## src/rtl/if_stage.sv

```systemverilog
// Instruction-fetch stage: owns the PC, issues single-outstanding fetches to
// instruction memory and drives the IF/ID pipeline register toward decode.
module if_stage #(
    parameter logic [31:0] RESET_PC = 32'h0000_0000,
    parameter logic [31:0] NOP_INSN = 32'h0000_0013
) (
    input  logic        clk,
    input  logic        rst,
    input  logic        stall,
    input  logic        redirect,
    input  logic [31:0] redirect_pc,
    output logic        imem_req,
    output logic [31:0] imem_addr,
    input  logic        imem_ready,
    input  logic        imem_rvalid,
    input  logic [31:0] imem_rdata,
    output logic [31:0] id_instruction,
    output logic [31:0] id_pc,
    output logic        id_nop
);

    typedef enum logic [1:0] {S_REQ, S_WAIT, S_HOLD, S_DROP} state_e;

    state_e      state_q, state_d;
    logic [31:0] pc_q, pc_d;
    logic [31:0] buf_q, buf_d;
    logic        buf_valid_q, buf_valid_d;
    logic [31:0] id_instr_q, id_instr_d;
    logic [31:0] id_pc_q, id_pc_d;
    logic        id_nop_q, id_nop_d;

    logic        deliver;
    logic [31:0] deliver_insn;
    logic        resp_owed;

    // A redirect must not reuse the bus while an accepted fetch is still unanswered.
    assign resp_owed = ((state_q == S_WAIT) && !imem_rvalid) ||
                       ((state_q == S_REQ)  &&  imem_ready)  ||
                       ((state_q == S_DROP) && !imem_rvalid);

    always_comb begin
        // NOTE: every variable gets a default first so no path leaves it unassigned (no latch).
        state_d      = state_q;
        pc_d         = pc_q;
        buf_d        = buf_q;
        buf_valid_d  = buf_valid_q;
        id_instr_d   = id_instr_q;
        id_pc_d      = id_pc_q;
        id_nop_d     = id_nop_q;
        deliver      = 1'b0;
        deliver_insn = imem_rdata;

        if (redirect) begin
            pc_d        = redirect_pc & ~32'h3;
            buf_valid_d = 1'b0;
            id_instr_d  = NOP_INSN;
            id_nop_d    = 1'b1;
            state_d     = resp_owed ? S_DROP : S_REQ;
        end else begin
            unique case (state_q)
                S_REQ: begin
                    if (imem_ready) state_d = S_WAIT;
                end
                S_WAIT: begin
                    if (imem_rvalid) begin
                        if (!stall) begin
                            deliver = 1'b1;
                            state_d = S_REQ;
                        end else begin
                            buf_d       = imem_rdata;
                            buf_valid_d = 1'b1;
                            state_d     = S_HOLD;
                        end
                    end
                end
                S_HOLD: begin
                    if (!stall && buf_valid_q) begin
                        deliver      = 1'b1;
                        deliver_insn = buf_q;
                        buf_valid_d  = 1'b0;
                        state_d      = S_REQ;
                    end
                end
                S_DROP: begin
                    if (imem_rvalid) state_d = S_REQ;
                end
                default: state_d = S_REQ;
            endcase

            if (deliver) begin
                id_instr_d = deliver_insn;
                id_pc_d    = pc_q;
                id_nop_d   = 1'b0;
                pc_d       = pc_q + 32'd4;
            end else if (!stall) begin
                id_instr_d = NOP_INSN;
                id_nop_d   = 1'b1;
            end
        end
    end

    always_ff @(posedge clk or posedge rst) begin
        if (rst) begin
            state_q     <= S_REQ;
            pc_q        <= RESET_PC;
            buf_q       <= '0;
            buf_valid_q <= 1'b0;
            id_instr_q  <= NOP_INSN;
            id_pc_q     <= '0;
            id_nop_q    <= 1'b1;
        end else begin
            // NOTE: non-blocking so every register samples pre-edge values.
            state_q     <= state_d;
            pc_q        <= pc_d;
            buf_q       <= buf_d;
            buf_valid_q <= buf_valid_d;
            id_instr_q  <= id_instr_d;
            id_pc_q     <= id_pc_d;
            id_nop_q    <= id_nop_d;
        end
    end

    assign imem_req       = (state_q == S_REQ) && !rst;
    assign imem_addr      = pc_q;
    assign id_instruction = id_instr_q;
    assign id_pc          = id_pc_q;
    assign id_nop         = id_nop_q;

endmodule
```

## config.mk

```make
export PLATFORM = sky130hd
export DESIGN_NAME = if_stage
export DESIGN_NICKNAME = d
export VERILOG_FILES = /design/src/rtl/if_stage.sv
export SDC_FILE = /design/constraint.sdc
export NUM_CORES = 1
export LEC_CHECK = 0
export BUFFER_PORTS_ARGS = -buffer_cell sky130_fd_sc_hd__buf_2
export CORE_MARGIN = 1.5
export CORE_UTILIZATION = 40
export CTS_CLUSTER_SIZE = 40
export DETAILED_ROUTE_END_ITERATION = 6
export MAX_ROUTING_LAYER = met4
export PLACE_DENSITY = 0.68
export SYNTH_ARGS = -nofsm -noshare
export SYNTH_HDL_FRONTEND = slang
export SYNTH_SLANG_ARGS = --single-unit
export TNS_END_PERCENT = 10
```

## constraint.sdc

```tcl
create_clock -name clk -period 4.5 [get_ports clk]
set_input_delay 0.45 -clock clk [delete_from_list [all_inputs] [get_ports clk]]
set_output_delay 0.45 -clock clk [all_outputs]
set_load 0.05 [all_outputs]
```

==> flow_summary.ini <==
[pwr]
power.static_leakage_nw = 3.69
powerDensity_mw_per_mm2 = 579
p_sw_mw = 1.60
p_seq_frac = 0.385
sw_frac_of_total = 0.374
p_clk_frac = 0.291
irDropWorstVdd_mv = 0.312
combPwrFrac = 0.323
internal_power_mw = 2.69

[worst_setup_path]
crit_type = register to register
cp_max_fo = 26
cp.required_ns = 4.79
critPathArrivalTime_ns = 2.81
r2r_cells = 6
rrSetupSlack_ns = 1.98
crit_path_end_kind = register
worst_r2r_endpoint = id_pc[31]
crit_start = state_q[1]
r2r_start = state_q[1]
cp-start-kind = register
crit_end = id_pc[31]

[routing]
drcViolationCount = 0
detail-route-antenna-nets = 0
drtIter0Drc = 253
maxUsedRoutingLayer = met4
drt-met1-wl_microns = 6320
wl_met2_microns = 6860
vias = 4645
wl_per_cell_microns = 16.2
wirelength_microns = 14100
vias_per_cell = 5.33
dr_wl_met3_microns = 651
drtPass1Iterations = 4

[timing]
slew_viol_final = 0
slew_headroom = 0.309
worst_pin_slew_ns = 1.04
skew_ns = 0.0110
post-route-min-period_ns = 2.52
fmax_ghz = 0.396
setup_viol = 0
tns_ns = 0
hold_violations = 0
rsz0062_at_grt = no
min_period_over_period = 0.561

[logic_synthesis]
yosysUniqueCellTypes = 48
synthCells = 523
postSynthAreaPerCell_sq_um = 11.5
async_flop_share = 1.00
synth_top_cell_by_area = dfrtp_1
synth_area_leaders = dfrtp_1 (52%), mux2_2 (12%), mux2i_1 (5.5%)
synth_flop_cell = dfrtp_1
synth_edf_count = 0
ys_ff_latch = 128
synth_area_sq_mm = 0.00601
yosys.area.top_type_share = 0.516
ys_warn_count = 0
ys_seq_area_frac = 0.534

[layout]
final_common_cell = buf_2
drive_gt1_frac = 0.404
antenna_cells = 0
instances_no_fill = 872
mostFrequentLayoutCells = buf_2 (161), dfrtp_1 (124), mux2_2 (64)
final_cell_area_sq_mm = 0.00742
nFillCells = 1291
layout.nets = 751
areaGrowthSynthToFinish_pct = 23.4

[clock_network]
cts_hold_buf = 0
clk_latency_ns = 0.41
cts.sinks = 128
cts_buffer_depth = 2
clk_pin_slew_ns = 0.05
htreeDepth = 4
cts_buffers = 17
post-cts-setup-buffers = 0
ctsRootBufferMaster = clkbuf_16
cts.repair.resized = 0
cts_tree = done

[place]
place_hpwl_microns = 9560
portBuffers = 161
place_area_sq_mm = 0.00688
gp_congestion = 0.803
dp.cells = 840

[outcome]
status = finished clean

[global_route]
grt_max_degree = 85
track_usage = 0.186
grt_pass1_wl_microns = 22600
antenna_found_initial = 0
grt_pass1_vias = 4560
grt.overflow.total = 0

[floorplanning]
rows = 44
dieArea_sq_mm = 0.0158
die_w_microns = 126
pin_count = 168
start_util = 0.412
coreArea_sq_mm = 0.0146
die_h_microns = 126

[flow_run]
cap_viol_max_count = 0

[hold_path]
min_path_type = primary input to register
worst min-delay path by stage:
stage,end,slack [ns],startpoint,cells after the start
3_3_place_gp,id_instruction[2],0.46,id_instruction[2],2
6_report,imem_addr[7],0.25,redirect_pc[7],3
4_1_cts,imem_addr[2],0.22,redirect_pc[2],3
3_5_place_dp,id_instruction[14],0.47,id_instruction[14],2
5_1_grt,imem_addr[7],0.24,redirect_pc[7],3
2_1_floorplan,buf_q[31],0.48,buf_q[31],1
through the flow:
step / worst slack (ns) / util / hold slack (ns) / power, mW
final: 1.98 / 0.508 / 0.248 / 4.29
after global routing: 1.67 / 0.508 / 0.239 / 4.51
after CTS: 1.95 / 0.508 / 0.223 / 4.34
after detailed placement: 1.96 / 0.471 / 0.466 / 3.08
after global placement: 2.07 / 0.471 / 0.457 / 3.02
after floorplan: 0.644 / - / 0.479 / 2.73
metal layers:
| layer | global-route usage | up-vias |
|---|---|---|
| met5 | - | - |
| met4 | 0.0782 | 0 |
| met3 | 0.0394 | 18 |
| met2 | 0.293 | 132 |
| met1 | 0.234 | 2305 |
| li1 | - | 2190 |
worst max-delay path, cell delays in order (launching register included):
cell and delay, ns:
dfrtp_1 0.41, inv_1 0.11, ha_1 0.23, a22o_2 0.36, and3_1 0.48, buf_4 0.41
mux2_2 0.38
final cells by class:
| cell class | count | area, sq um | area share |
|---|---|---|---|
| flip-flops and latches | 128 | 3210 | 0.433 |
| multi-input cells | 352 | 2550 | 0.344 |
| repair buffers | 166 | 843 | 0.114 |
| clock buffers | 20 | 447 | 0.0602 |
| well taps | 184 | 230 | 0.0310 |
| clock inverters | 12 | 93.8 | 0.0127 |
| inverters | 10 | 40.0 | 0.00540 |
cells in the mapped netlist (3+ instances only):
library cell / instances
mux2i_1: 33
or3_1: 5
clkbuf_8: 5
nand4_1: 14
xnor2_1: 3
clkbuf_1: 14
dfstp_2: 4
a21oi_1: 5
nand3_1: 8
mux2_2: 64
xor2_1: 5
o31ai_1: 10
nand2b_1: 3
dfrtp_1: 124
buf_2: 9
o21ai_0: 48
nand2_1: 48
buf_4: 4
nor2_1: 24
ha_1: 6
nor2b_1: 3
and2_1: 4
inv_1: 10
and3_1: 7
and4_1: 3
a31oi_1: 18
or4_1: 13
sequential cells by signal, summed over array words and instances, names as in the netlist:
signal          flops
buf_q              32
state_q             2
imem_addr          30
id_pc              30
id_nop              1
buf_valid_q         1
id_instruction     32
logic make-up after synthesis:
family / Yosys count / share of synthesized area
DFF: 128 / 0.534
adders and majority gates: 6 / 0.0125
muxes: 97 / 0.175
other: 1 / 0.000624
xor gates and xnor gates: 8 / 0.0117
and+or+nand+nor: 144 / 0.131
buffers and inverters: 46 / 0.0439
AOI/OAI and AO/OA: 93 / 0.0922
power groups by stage:
stage	Combinational, mW	Sequential [mW]	Clock [mW]
finish	1.39	1.65	1.25
global route	1.47	1.70	1.34
CTS	1.40	1.66	1.29
detailed placement	1.40	1.68	0
global placement	1.37	1.65	0
floorplan	0.516	2.22	0
(Power assumes the default switching activity.)
